--- config.mk ---
export PLATFORM = sky130hd
export DESIGN_NAME = seq_detect_param
export DESIGN_NICKNAME = d
export VERILOG_FILES = /design/src/rtl/seq_det_pkg.sv /design/src/rtl/seq_det_hist.sv /design/src/rtl/seq_detect_param.sv
export SDC_FILE = /design/constraint.sdc
export NUM_CORES = 1
export LEC_CHECK = 0
export ABC_AREA = 1
export BUFFER_PORTS_ARGS = -buffer_cell sky130_fd_sc_hd__buf_2
export CORE_ASPECT_RATIO = 1.1
export CORE_MARGIN = 3
export CORE_UTILIZATION = 45
export CTS_CLUSTER_DIAMETER = 120
export DETAILED_ROUTE_END_ITERATION = 7
export PLACE_DENSITY = 0.71
export SLEW_MARGIN = 30
export SYNTH_ARGS = -nofsm -noshare
export SYNTH_HDL_FRONTEND = slang
export SYNTH_SLANG_ARGS = --single-unit
--- constraint.sdc ---
create_clock -name clk -period 3.58 [get_ports clk]
set_clock_uncertainty 0.05 [all_clocks]
set_input_delay 0.895 -clock clk [delete_from_list [all_inputs] [get_ports clk]]
set_output_delay 0.895 -clock clk [all_outputs]
set_load 0.005 [all_outputs]
--- src/rtl/seq_det_pkg.sv ---
// Shared constants and helpers for the parametrised serial sequence detector.
// Imported by the history sub-module and the top level.
package seq_det_pkg;

    localparam bit MODE_MEALY = 1'b0;
    localparam bit MODE_MOORE = 1'b1;

    // Reset pattern for the default W=4 build; wider builds zero-extend.
    localparam logic [15:0] DEFAULT_PATTERN = 16'h000B;

    // Width needed to count 0..w inclusive.
    function automatic int fill_width(input int w);
        return $clog2(w + 1);
    endfunction

endpackage

--- src/rtl/seq_det_hist.sv ---
// History shift register (W-1 newest accepted bits, newest at LSB) plus a
// saturating fill counter of how many of those bits are meaningful.
module seq_det_hist
    import seq_det_pkg::*;
#(
    parameter int W = 4
) (
    input  logic                      clk,
    input  logic                      rst,
    input  logic                      shift_en,
    input  logic                      din,
    input  logic                      clear_all,
    input  logic                      fill_clr,
    output logic [W-2:0]              hist,
    output logic [fill_width(W)-1:0]  fill
);

    localparam int FW = fill_width(W);
    localparam logic [FW-1:0] FILL_MAX = FW'(W - 1);

    logic [W-2:0]  hist_q;
    logic [W-2:0]  hist_d;
    logic [W-2:0]  shifted_s;
    logic [FW-1:0] fill_q;
    logic [FW-1:0] fill_d;

    // A one-bit history (W=2) is simply replaced by the incoming bit.
    if (W == 2) begin : g_w2
        assign shifted_s = din;
    end else begin : g_wn
        assign shifted_s = {hist_q[W-3:0], din};
    end

    // Next history/fill: clear beats shift; a non-overlap hit restarts fill.
    always_comb begin
        hist_d = hist_q;
        fill_d = fill_q;
        if (clear_all) begin
            hist_d = '0;
            fill_d = '0;
        end else if (shift_en) begin
            hist_d = shifted_s;
            if (fill_clr) begin
                fill_d = '0;
            end else if (fill_q == FILL_MAX) begin
                fill_d = fill_q;
            end else begin
                fill_d = fill_q + FW'(1);
            end
        end else begin
            hist_d = hist_q;
            fill_d = fill_q;
        end
    end

    // History and fill registers.
    always_ff @(posedge clk) begin
        if (rst) begin
            hist_q <= '0;
            fill_q <= '0;
        end else begin
            hist_q <= hist_d;
            fill_q <= fill_d;
        end
    end

    assign hist = hist_q;
    assign fill = fill_q;

endmodule

--- src/rtl/seq_detect_param.sv ---
// Runtime-programmable W-bit serial pattern detector with overlap/non-overlap
// matching, Mealy or Moore pulse timing and a saturating match counter.
module seq_detect_param
    import seq_det_pkg::*;
#(
    parameter int           W            = 4,
    parameter bit           MOORE        = MODE_MEALY,
    parameter int           CNT_W        = 8,
    parameter logic [W-1:0] PATTERN_INIT = DEFAULT_PATTERN[W-1:0],
    parameter bit           OVERLAP_INIT = 1'b1
) (
    input  logic                      clk,
    input  logic                      rst,
    input  logic                      din_valid,
    input  logic                      din,
    input  logic                      cfg_load,
    input  logic [W-1:0]              cfg_pattern,
    input  logic                      cfg_overlap,
    output logic                      dout,
    output logic [CNT_W-1:0]          match_cnt,
    output logic [fill_width(W)-1:0]  busy_fill
);

    localparam int FW = fill_width(W);
    localparam logic [FW-1:0]    FILL_MAX = FW'(W - 1);
    localparam logic [CNT_W-1:0] CNT_MAX  = {CNT_W{1'b1}};

    logic [W-1:0]     pattern_q;
    logic [W-1:0]     pattern_d;
    logic             overlap_q;
    logic             overlap_d;
    logic [CNT_W-1:0] cnt_q;
    logic [CNT_W-1:0] cnt_d;
    logic             dout_q;
    logic             dout_d;

    logic [W-2:0]     hist_s;
    logic [FW-1:0]    fill_s;
    logic             hit_s;
    logic             fill_clr_s;

    seq_det_hist #(
        .W (W)
    ) u_hist (
        .clk       (clk),
        .rst       (rst),
        .shift_en  (din_valid),
        .din       (din),
        .clear_all (cfg_load),
        .fill_clr  (fill_clr_s),
        .hist      (hist_s),
        .fill      (fill_s)
    );

    // Match on the bit being presented now; rst gates it so Mealy dout is
    // quiet during reset even though state is only cleared at the edge.
    always_comb begin
        hit_s      = din_valid & ~cfg_load & ~rst & (fill_s == FILL_MAX) &
                     ({hist_s, din} == pattern_q);
        fill_clr_s = hit_s & ~overlap_q;
    end

    // Config capture, saturating counter and Moore pulse next-state.
    always_comb begin
        pattern_d = pattern_q;
        overlap_d = overlap_q;
        cnt_d     = cnt_q;
        dout_d    = hit_s;
        if (cfg_load) begin
            pattern_d = cfg_pattern;
            overlap_d = cfg_overlap;
        end else begin
            pattern_d = pattern_q;
            overlap_d = overlap_q;
        end
        if (hit_s && (cnt_q != CNT_MAX)) begin
            cnt_d = cnt_q + CNT_W'(1);
        end else begin
            cnt_d = cnt_q;
        end
    end

    // Configuration, counter and Moore output registers.
    always_ff @(posedge clk) begin
        if (rst) begin
            pattern_q <= PATTERN_INIT;
            overlap_q <= OVERLAP_INIT;
            cnt_q     <= '0;
            dout_q    <= 1'b0;
        end else begin
            pattern_q <= pattern_d;
            overlap_q <= overlap_d;
            cnt_q     <= cnt_d;
            dout_q    <= dout_d;
        end
    end

    // Output timing select.
    always_comb begin
        if (MOORE == MODE_MOORE) begin
            dout = dout_q;
        end else begin
            dout = hit_s;
        end
    end

    assign match_cnt = cnt_q;
    assign busy_fill = fill_s;

endmodule

======== Word-level counts from Yosys, hierarchy flattened ========
Index checks and enable logic that the tools add are counted.
Widths: inputs -> output; s select.
storage, ports and cells
  register bits after elaboration ......... 19
  word-level logic and storage cells ...... 24
operators by class
  $add $sub $neg .......................... 2
  equal/unequal tests ..................... 4
  muxes and demuxes ....................... 2
  bitwise operators ....................... 8
  reductions and logical operators ........ 3
operators by type and width
  kind                 number
  $add 8x1->8 const B  1
  $ne 8x8->1 const B   1
  $mux 3               2
  $and 1x1->1          5
  $eq 4x4->1           1
  $add 3x1->3 const B  1
  $eq 3x2->1 const B   1
  $not 1->1            3
  $ne 2x2->1 const B   1
  $reduce_and 2->1     1
  $reduce_or 2->1      1
  $logic_and 1x1->1    1

======== Longest topological paths before layout ========
  depth after elaboration ................. 8
  mapped depth ............................ 11
  gate-level depth less buffers ........... 11

======== Cells and area by module ========
A second synthesis with hierarchy kept.
second synthesis, totals
  cells, all modules ...................... 175
  area, all modules ....................... 1127.3 um2
by module, submodules not included
  module            instances  cells each  area each (um2)
  seq_detect_param  1          134         824.5
  seq_det_hist      1          41          302.8

======== Worst setup path after synthesis ========
No wires, ideal clock.
  kind .................................... input port to output port
  start ................................... input din_valid
  end ..................................... output dout
  arrival ................................. 1.432 ns
  slack ................................... 1.203 ns
  stages .................................. 5
  buffers on the path ..................... 1
  cell sequence ........................... buf_4 > nand2_1 > nor2_1 > nand3_2 > clkinv_4
on the way
  cells in the longest elaborated chain, start to end .. 4
RTL lines
  element                    RTL line                text
  start, declared            seq_detect_param.sv:14  input logic din_valid,
  $and 1x1->1 (4 in series)  seq_detect_param.sv:58  hit_s = din_valid & ~cfg_load & ~rst & (fill_s == FILL_MAX) &
  end, declared              seq_detect_param.sv:19  output logic dout,
Every way passes these cells.

======== Worst setup path in the final report ========
  start ................................... input cfg_load
  end ..................................... output dout
on the way
  cells in the longest elaborated chain, start to end .. 5
RTL lines
  element                    RTL line                text
  start, declared            seq_detect_param.sv:16  input logic cfg_load,
  $not 1->1                  seq_detect_param.sv:58
  $and 1x1->1 (4 in series)  seq_detect_param.sv:58
Every way passes these cells.

==> results by group <==
Outcome
  – Status: finished clean

Clock tree
  – H-tree levels: 1
  – CTS hold repair buffers: 0
  – Setup repair bufs after CTS: 0
  – CTS Sinks: 19
  – Clock transition at the registers of the reported paths: 110 ps
  – Resized Gates After CTS: 0
  – Total CTS buffers: 3
  – Worst-Skew Late Latency: 300 ps
  – Root Driver: clkbuf_4
  – TritonCTS clock tree: done
  – Clk buf depth: 2

Placed design
  – Port Buf Inserts: 21
  – DP Area: 1100 um2
  – Final HPWL from detailed placement: 1420 um
  – Routability cong.: about 0.8
  – DP Worst Slack: 802 ps

Floorplanning
  – Total core area: slightly above 2000 um2
  – Die footprint: 2790 um2
  – Die width: between 50 and 60 um
  – Row cnt: 17
  – Initial Util: 0.483
  – Num ports: 22
  – Die height: 55.1 um

STA
  – Pins Over Slew Limit: 0
  – Final worst-path cycle share: 0.773
  – Worst slew margin: 0.729
  – Final setup viols: 0
  – Fin. Hold Viols: 0
  – Least-Margin Pin Slew: 406 ps
  – PnR worst setup slack: 813 ps
  – Final Critical Period: between 2000 and 3000 ps
  – Setup TNS: 0 ps
  – F_max: 361 MHz
  – Unrepaired setup endpoints after global routing: no

GRT
  – Largest net degree at the start of global routing: 12
  – Vias in the first global route: 745
  – First-pass GRT wire length: 3050 um
  – Total grt overflow: 0
  – All-layer global routing usage: 0.147
  – Initial antenna violation count: 0

Hold path
  – Hold Path Class: reg -> reg
  – Hold Path Depth: 2

Synthesis
  – Primary FF master, synth: dfxtp_1
  – Main combinational cell family by area after synthesis: simple AND/OR/NAND/NOR gates
  – Adder-cell area share of the yosys netlist: 0.0381
  – Synthesized area: 986 um2
  – Async S/R FF share, synth: 0
  – Compound-Gate Fraction of Synth Area: 0.124
  – Synth Net Count: approximately 150
  – Post-synth EDFFs: 0
  – Number of synthesized register bits: 19
  – Syn avg cell area: 7.14 um2
  – Synth area leader: dfxtp_1
  – Simple-gate portion of the synthesized area: 0.325
  – Count leader, synth: nand2_1
  – Post-synth top cells: nand2_1 (29), dfxtp_1 (19), nor2_1 (16), inv_1 (15), a21oi_1 (14)
  – Top cells by area, synth: dfxtp_1 (39%), nand2_1 (11%), a21oi_1 (7.1%)
  – Cell count after synthesis: 138
  – Top cell type's share of synthesized area: 0.386
  – Synth cell types: 25
  – Post-Synth XOR/XNOR Area: 0.0266
  – Yosys warns: 0
  – Sequential area share after synthesis: 0.386
  – Multiplexer share of the synthesized area: 0

Detailed routing
  – Vias per inst: slightly below 5
  – Routed len/inst: 9.75 um
  – Post-route ant nets: 0
  – Final wirelength: 1820 um
  – Number of detailed-route iterations in the first pass: 4
  – Drt first-iter violations: 27
  – Routed vias: ~920
  – Drc violations: 0

Finish
  – ANT cells: 0
  – Final Cell Area: 1130 um2
  – Nets: approximately 170
  – Layout cell share with drive strength beyond 1: 0.233
  – Area delta synth->final: 14.3%

Setup path
  – Req. time, crit path: 2630 ps
  – WS Path Type: in -> out
  – Crit-path max FO: 11
  – Arr. time, crit path: about 1800 ps
  – Crit path capture type: output pin
  – Critical Path Source Type: input port
  – Reg2Reg Depth: 11

Power and ir drop
  – Cell Pwr Density: 326 nW/um2
  – LEAKAGE: 0.538 nW
  – Peak VDD IR: roughly 0.28 mV

Job
  – Max_cap viols: 0
[power breakdown]
group          total [mW]  leakage (nW)  internal, mW  switching [mW]
Sequential          0.221         0.155         0.218         0.00351
Clock               0.111        0.0177        0.0417          0.0697
Combinational      0.0347         0.365        0.0139          0.0208
Total               0.367         0.538         0.273          0.0940
[layer usage]
metal,global-route usage,up-vias,part of all wire
met5,0,-,0
met1,0.188,414,0.49
li1,-,485,-
met3,0.0349,4,0.056
met2,0.230,19,0.43
met4,0.0807,0,0.018
[registers in the layout, indices dropped and copies added, names as in the netlist]
register,count
pattern_q,4
match_cnt,8
u_hist.fill,3
u_hist.hist,3
overlap_q,1
[area by class of cell]
class	count	area, um2
Fill cell	207	915
Tap cell	28	35.0
Clock inverter	1	5.00
Inverter	18	72.6
Multi-Input combinational cell	97	507
Sequential cell	19	380
Clock buffer	3	22.5
Timing Repair Buffer	21	105
[worst max-delay path, cell delays in order]
cell and delay, ps:
buf_2 170, nor2_4 180, nand2_1 80, nor2_2 140, nand3_2 110, clkinv_4 110
buf_2 120
[worst paths after layout]
| kind | slack (ps) | endpoint | startpoint |
|---|---|---|---|
| max reg2reg | 1890 | match_cnt[3]$_SDFFE_PP0P_ | u_hist.fill[0]$_SDFFE_PP0P_ |
| min reg2reg | 420 | overlap_q$_SDFFE_PP1P_ | overlap_q$_SDFFE_PP1P_ |
| max | 810 | dout | cfg_load |
| min | 420 | overlap_q$_SDFFE_PP1P_ | overlap_q$_SDFFE_PP1P_ |
[cells in the final DEF (no fill, tap or decap)]
master / instances
nor2_2: 3
nor2_1: 16
nand2_8: 1
nand4_1: 5
nor3_1: 1
inv_1: 15
a21oi_1: 14
nand2_2: 3
or2_1: 1
dfxtp_1: 19
buf_2: 21
ha_1: 3
clkinv_4: 1
clkinv_2: 1
nand2_1: 29
o21ai_0: 7
nand3_1: 6
xor2_1: 1
nand3_2: 1
inv_2: 2
a31oi_1: 2
xnor2_1: 2
o21ai_1: 1
clkbuf_4: 3
nor2_4: 1
[logic make-up (layout without fill, tap and decap cells)]
kind of cell,after synthesis,after routing
AOI/OAI and AO/OA,24,24
buffers and inverters,22,43
DFF,19,19
xor gates and xnor gates,3,3
adders and majority gates,3,3
and+or+nand+nor,67,67
[per-stage QoR]
step                      power, mW  hold WS, ps  instances   util
after floorplan               0.250          386        138      -
after global placement        0.261          400        183  0.539
after detailed placement      0.261          411        183  0.539
after CTS                     0.371          427        187  0.552
after global routing          0.386          452        187  0.552
final                         0.367          421        187  0.552
Note: power is estimated with default switching activity, not from simulation.
